`config.mk`:
```
export PLATFORM = sky130hd
export DESIGN_NAME = capture_window_writer
export DESIGN_NICKNAME = d
export VERILOG_FILES = /design/src/rtl/capture_pkg.sv /design/src/rtl/capture_range_cmp.sv /design/src/rtl/capture_window_writer.sv
export SDC_FILE = /design/constraint.sdc
export NUM_CORES = 1
export LEC_CHECK = 0
export ABC_AREA = 1
export CAP_MARGIN = 10
export CORE_AREA = 2 2 112 114
export CTS_CLUSTER_SIZE = 30
export DETAILED_ROUTE_END_ITERATION = 8
export DIE_AREA = 0 0 114 116
export DONT_BUFFER_PORTS = 1
export PLACE_DENSITY = 0.67
export SETUP_SLACK_MARGIN = 0.4
export SLEW_MARGIN = 20
export SYNTH_ARGS = -nofsm -noshare
export SYNTH_HDL_FRONTEND = slang
export SYNTH_SLANG_ARGS = --single-unit
```
`constraint.sdc`:
```
create_clock -name clk -period 8.05 [get_ports clk]
set_input_delay 1.61 -clock clk [delete_from_list [all_inputs] [get_ports clk]]
set_output_delay 1.61 -clock clk [all_outputs]
set_load 0.01 [all_outputs]
```
`src/rtl/capture_pkg.sv`:
```
// Shared parameter defaults and FSM state encoding for the capture window writer.
package capture_pkg;
  localparam int CW_DEF = 11;
  localparam int DW_DEF = 9;
  localparam int AW_DEF = 17;

  typedef enum logic [1:0] {
    IDLE = 2'd0,
    ARM  = 2'd1,
    CAPT = 2'd2
  } state_t;
endpackage

```
`src/rtl/capture_range_cmp.sv`:
```
// One-axis window membership: start <= pos < start+size, evaluated in CW+1 bits so the end never wraps.
module capture_range_cmp
  import capture_pkg::*;
#(
  parameter int CW = CW_DEF
) (
  input  logic [CW-1:0] pos_i,
  input  logic [CW-1:0] start_i,
  input  logic [CW-1:0] size_i,
  output logic          inside_o
);
  logic [CW:0] end_x;

  assign end_x    = {1'b0, start_i} + {1'b0, size_i};
  assign inside_o = ({1'b0, pos_i} >= {1'b0, start_i}) && ({1'b0, pos_i} < end_x);
endmodule

```
`src/rtl/capture_window_writer.sv`:
```
// Turns a rectangular window of the pixel stream into linear framebuffer writes, whole frames only.
// Optional build macro CAPTURE_LINE_SKIP_EN: write only even window lines (vertical halving).
module capture_window_writer
  import capture_pkg::*;
#(
  parameter int CW = CW_DEF,
  parameter int DW = DW_DEF,
  parameter int AW = AW_DEF
) (
  input  logic          clk,
  input  logic          reset_n,
  input  logic          clken,
  input  logic          locked,
  input  logic [CW-1:0] hcont,
  input  logic [CW-1:0] vcont,
  input  logic [DW-1:0] pixel_in,
  input  logic          enable,
  input  logic [CW-1:0] hstart,
  input  logic [CW-1:0] vstart,
  input  logic [CW-1:0] hsize,
  input  logic [CW-1:0] vsize,
  output logic          fb_we,
  output logic [AW-1:0] fb_addr,
  output logic [DW-1:0] fb_data,
  output logic          frame_done,
  output logic          capturing,
  output logic          overflow
);
  state_t        state_q, state_d;
  logic [CW-1:0] hstart_q, hstart_d, vstart_q, vstart_d;
  logic [CW-1:0] hsize_q, hsize_d, vsize_q, vsize_d;
  logic [AW-1:0] addr_q, addr_d;
  logic          full_q, full_d;
  logic          fb_we_q, fb_we_d;
  logic [AW-1:0] fb_addr_q, fb_addr_d;
  logic [DW-1:0] fb_data_q, fb_data_d;
  logic          frame_done_q, frame_done_d;
  logic          overflow_q, overflow_d;

  logic          fb, rearm, capt_px, h_in, v_in, line_ok, full_eff;
  logic [CW-1:0] hs_eff, vs_eff, hw_eff, vw_eff;
  logic [AW-1:0] addr_eff;

  assign fb    = clken && (hcont == '0) && (vcont == '0);
  assign rearm = fb && locked && ((state_q == ARM) || ((state_q == CAPT) && enable));

  // At a re-arm boundary the pixel at (0,0) already belongs to the new frame,
  // so it is judged against the freshly latched window and address 0.
  assign hs_eff   = rearm ? hstart : hstart_q;
  assign vs_eff   = rearm ? vstart : vstart_q;
  assign hw_eff   = rearm ? hsize  : hsize_q;
  assign vw_eff   = rearm ? vsize  : vsize_q;
  assign addr_eff = rearm ? '0     : addr_q;
  assign full_eff = rearm ? 1'b0   : full_q;

  capture_range_cmp #(.CW(CW)) u_h_cmp (
    .pos_i   (hcont),
    .start_i (hs_eff),
    .size_i  (hw_eff),
    .inside_o(h_in)
  );

  capture_range_cmp #(.CW(CW)) u_v_cmp (
    .pos_i   (vcont),
    .start_i (vs_eff),
    .size_i  (vw_eff),
    .inside_o(v_in)
  );

`ifdef CAPTURE_LINE_SKIP_EN
  assign line_ok = ~(vcont[0] ^ vs_eff[0]);
`else
  assign line_ok = 1'b1;
`endif

  assign capt_px = clken && locked && (rearm || ((state_q == CAPT) && !fb))
                   && h_in && v_in && line_ok;

  always_comb begin
    state_d      = state_q;
    hstart_d     = hstart_q;
    vstart_d     = vstart_q;
    hsize_d      = hsize_q;
    vsize_d      = vsize_q;
    addr_d       = addr_q;
    full_d       = full_q;
    fb_we_d      = 1'b0;
    fb_addr_d    = fb_addr_q;
    fb_data_d    = fb_data_q;
    frame_done_d = 1'b0;
    overflow_d   = overflow_q;

    if (!locked) begin
      state_d = IDLE;
    end else if (clken) begin
      case (state_q)
        IDLE:    if (enable) state_d = ARM;
        ARM:     if (fb) state_d = CAPT;
        CAPT: begin
          if (fb) begin
            frame_done_d = 1'b1;
            if (!enable) state_d = IDLE;
          end
        end
        default: state_d = IDLE;
      endcase
    end

    if (rearm) begin
      hstart_d   = hstart;
      vstart_d   = vstart;
      hsize_d    = hsize;
      vsize_d    = vsize;
      addr_d     = '0;
      full_d     = 1'b0;
      overflow_d = 1'b0;
    end

    if (capt_px) begin
      if (full_eff) begin
        overflow_d = 1'b1;
      end else begin
        fb_we_d   = 1'b1;
        fb_addr_d = addr_eff;
        fb_data_d = pixel_in;
        addr_d    = addr_eff + AW'(1);
        full_d    = &addr_eff;
      end
    end
  end

  always_ff @(posedge clk) begin
    if (!reset_n) begin
      state_q      <= IDLE;
      hstart_q     <= '0;
      vstart_q     <= '0;
      hsize_q      <= '0;
      vsize_q      <= '0;
      addr_q       <= '0;
      full_q       <= 1'b0;
      fb_we_q      <= 1'b0;
      fb_addr_q    <= '0;
      fb_data_q    <= '0;
      frame_done_q <= 1'b0;
      overflow_q   <= 1'b0;
    end else begin
      state_q      <= state_d;
      hstart_q     <= hstart_d;
      vstart_q     <= vstart_d;
      hsize_q      <= hsize_d;
      vsize_q      <= vsize_d;
      addr_q       <= addr_d;
      full_q       <= full_d;
      fb_we_q      <= fb_we_d;
      fb_addr_q    <= fb_addr_d;
      fb_data_q    <= fb_data_d;
      frame_done_q <= frame_done_d;
      overflow_q   <= overflow_d;
    end
  end

  assign fb_we      = fb_we_q;
  assign fb_addr    = fb_addr_q;
  assign fb_data    = fb_data_q;
  assign frame_done = frame_done_q;
  assign capturing  = (state_q == CAPT);
  assign overflow   = overflow_q;
endmodule

```
==> impl_metrics.json <==
{
  "cts_sinks": 93,
  "clkPwrFrac": 0.474,
  "hold_buffers": 0,
  "grt_pass1_wl_um": 25100,
  "wl_um": 15700,
  "die_w_um": 114,
  "die_h_um": 116,
  "powerDensity_nw_per_um2": 142,
  "timing.final.ws_setup_ns": 1.27,
  "reg2reg_depth": 27,
  "drcViolationCount": 0,
  "ys_top_cells_by_area": "dfxtp_1, ha_1, nand2_1",
  "drive_above_1_share": 0.0841,
  "synth_edf_count": 0,
  "arrival_ns": 6.99,
  "finalPower_mw": 0.969,
  "hold_class": "reg -> reg",
  "clock_skew_ns": 0.00634,
  "cts_htree_levels": 3,
  "boundaryPins": 110,
  "synthesis.area_um2": 6420,
  "initial_core_util": 0.539,
  "globalplace.congestion": 0.858,
  "seq_area_um2": 1860,
  "min_period_ns": 6.78,
  "multiInputGateArea_um2": 3910,
  "cts_max_path_buffers": 2,
  "synth_seq_cells": 93,
  "dieArea_um2": 13200,
  "nNetsFinal": 1082,
  "crit_required_ns": 8.25,
  "max_freq_mhz": 147,
  "cpPeakStageDelay_ns": 0.55,
  "internal_power_mw": 0.750,
  "leakage_nw": 3.37,
  "grt_setup_unrepaired": "no",
  "slew_violations": 0,
  "grt_max_degree": 64,
  "yosysTopAreaCell": "dfxtp_1",
  "num_rows": 40,
  "r2r_slack_ns": 2.10,
  "power_switching_mw": 0.218,
  "drt-vias-per-instance": 5.19,
  "clkTransAtPathRegs_ns": 0.06,
  "yosys_most_used_dff": "dfxtp_1",
  "vias": 5650,
  "tns_ns": 0,
  "drt.antenna.violating_nets": 0,
  "worst_pin_slew_ns": 0.798,
  "grt_pass1_vias": 5190,
  "clock-root-buffer": "clkbuf_16",
  "worst-path-max-fanout": 26,
  "placed_cell_area_um2": 6470,
  "ir_drop_v": 0.000142,
  "status": "finished, final reports clean",
  "yosys_warnings": 0,
  "drt_pass1_iterations": 5,
  "wl_per_cell_um": 14.4,
  "setup_violations": 0,
  "combPwrFrac": 0.050,
  "holdPathStages": 2,
  "fin_util": 0.572,
  "fillers": 1159,
  "post-place-ws_ns": 0.510,
  "dp_hpwl_um": 11600,
  "clock_latency_ns": 0.35,
  "cts_buffers": 9,
  "seq_area_frac_synth": 0.290,
  "yosysTopAreaCellShare": 0.290,
  "drt_iter0_drc": 240,
  "hold_violations": 0,
  "worstSetupPathType": "in -> reg",
  "cts_tree": "yes",
  "finalInstanceArea_um2": 6810,
  "fin_crit_sh": 0.843,
  "start_kind": "primary input",
  "slowest_stage": "nand4_4",
  "async_reset_ff_frac": 0,
  "core_area_um2": 11900,
  "syn_nets": 1097,
  "switching_share": 0.225,
  "syn_avg_cell_area_um2": 6.76,
  "relSlewSlack": 0.468,
  "grt_use_total": 0.240,
  "antenna_found_initial": 1,
  "ys_types": 42,
  "area_growth_pct": 6.10,
  "grt-ovfl-total": 0,
  "syn_inst": 949,
  "end_kind": "flip-flop",
  "cap_violations": 0,
  "seqPwrFrac": 0.476,
  "io_buffers": 0
}
[state kept, by name, indices dropped and copies added, names as in the netlist]
register,count
addr_q,17
fb_addr,17
hsize_q,11
hstart_q,11
vsize_q,11
vstart_q,11
fb_data,9
state_q,2
fb_we,1
frame_done,1
full_q,1
overflow,1
[cell families (layout without fill, tap and decap cells)]
group / after synthesis / in the layout / synth area share
AOI/OAI and AO/OA: 151 / 151 / 0.127
adders and majority gates: 68 / 68 / 0.135
and+or+nand+nor: 446 / 447 / 0.307
other: 0 / 2 / 0
DFF: 93 / 93 / 0.290
buffers and inverters: 165 / 154 / 0.106
xor gates and xnor gates: 26 / 26 / 0.0355
[cells in the mapped netlist, types with 2 or more instances]
library cell  instances
nor3_1                9
nand2_2              18
inv_2                 3
xor2_1               18
nand3b_1              3
buf_2                 4
nand2_1             200
o21ai_0              54
buf_6                 6
ha_1                 66
dfxtp_1              93
nand4_4               2
xnor2_1               8
clkbuf_1             19
buf_4                 2
a211oi_1              4
nand4_1              17
o21ai_1              16
o21a_1                2
or2_2                25
fa_1                  2
nand3_1              43
nor2_1              121
inv_1               130
nor2_2                3
a21oi_1              63
o21bai_1              3
[metrics by stage]
stage | hold WS (ns) | cells
global route | 0.496 | 1087
CTS | 0.476 | 1085
floorplan | 0.453 | 949
global placement | 0.460 | 1069
detailed placement | 0.466 | 1069
finish | 0.472 | 1088
[cell type report]
type	instances	area share
tap	147	0.0270
clock inverter	6	0.0129
timing repair buffer	4	0.00441
multi-input combinational	692	0.574
sequential	93	0.273
antenna	2	0.000735
clock buffer	10	0.0336
inverter	134	0.0740
[power by group through the flow]
stage / Sequential (mW) / Clock, mW / Combinational (mW)
floorplan: 0.471 / 0 / 0.0388
global placement: 0.472 / 0 / 0.0468
detailed placement: 0.472 / 0 / 0.0471
CTS: 0.461 / 0.471 / 0.0474
global route: 0.461 / 0.490 / 0.0565
finish: 0.461 / 0.459 / 0.0482
[worst paths after layout]
path,start,endpoint
max,hcont[6],fb_addr[7]$_SDFFE_PN0P_
min,hsize_q[10]$_SDFF_PN0_,hsize_q[10]$_SDFF_PN0_
max reg2reg,state_q[0]$_SDFFE_PN0P_,fb_addr[7]$_SDFFE_PN0P_
min reg2reg,hsize_q[10]$_SDFF_PN0_,hsize_q[10]$_SDFF_PN0_
[critical path, delay by kind of cell]
family,cells,cell delay [ns]
xor+xnor,1,0.14
fa+ha+maj,3,0.88
buf+inv,3,0.60
compound gates,8,1.22
simple gates,12,2.52
[metal layers]
| metal | vias up | track usage | wire length (um) |
|---|---|---|---|
| met5 | - | 0 | 0 |
| met4 | 0 | 0.0894 | 301 |
| met3 | 19 | 0.0680 | 1030 |
| met2 | 114 | 0.383 | 7160 |
| met1 | 2501 | 0.311 | 7160 |
| li1 | 3016 | - | - |
[cell usage in the layout, fill, tap and decap left out, types with 8 or more instances in the layout]
master | Yosys | final
clkbuf_16 | 0 | 9
inv_1 | 130 | 130
nand3_1 | 43 | 43
o21ai_0 | 54 | 54
ha_1 | 66 | 66
dfxtp_1 | 93 | 93
a21oi_1 | 63 | 63
nand2_2 | 18 | 18
nor2_1 | 121 | 121
nand4_1 | 17 | 17
xor2_1 | 18 | 18
nand2_1 | 200 | 200
xnor2_1 | 8 | 8
nor3_1 | 9 | 9
o21ai_1 | 16 | 16
or2_2 | 25 | 25
[what timing repair did]
action / CTS / global route
setup endpoints to repair: 0 / 27
buffers inserted: 0 / 0
resized for setup: 0 / 1
(Power assumes the default switching activity.)
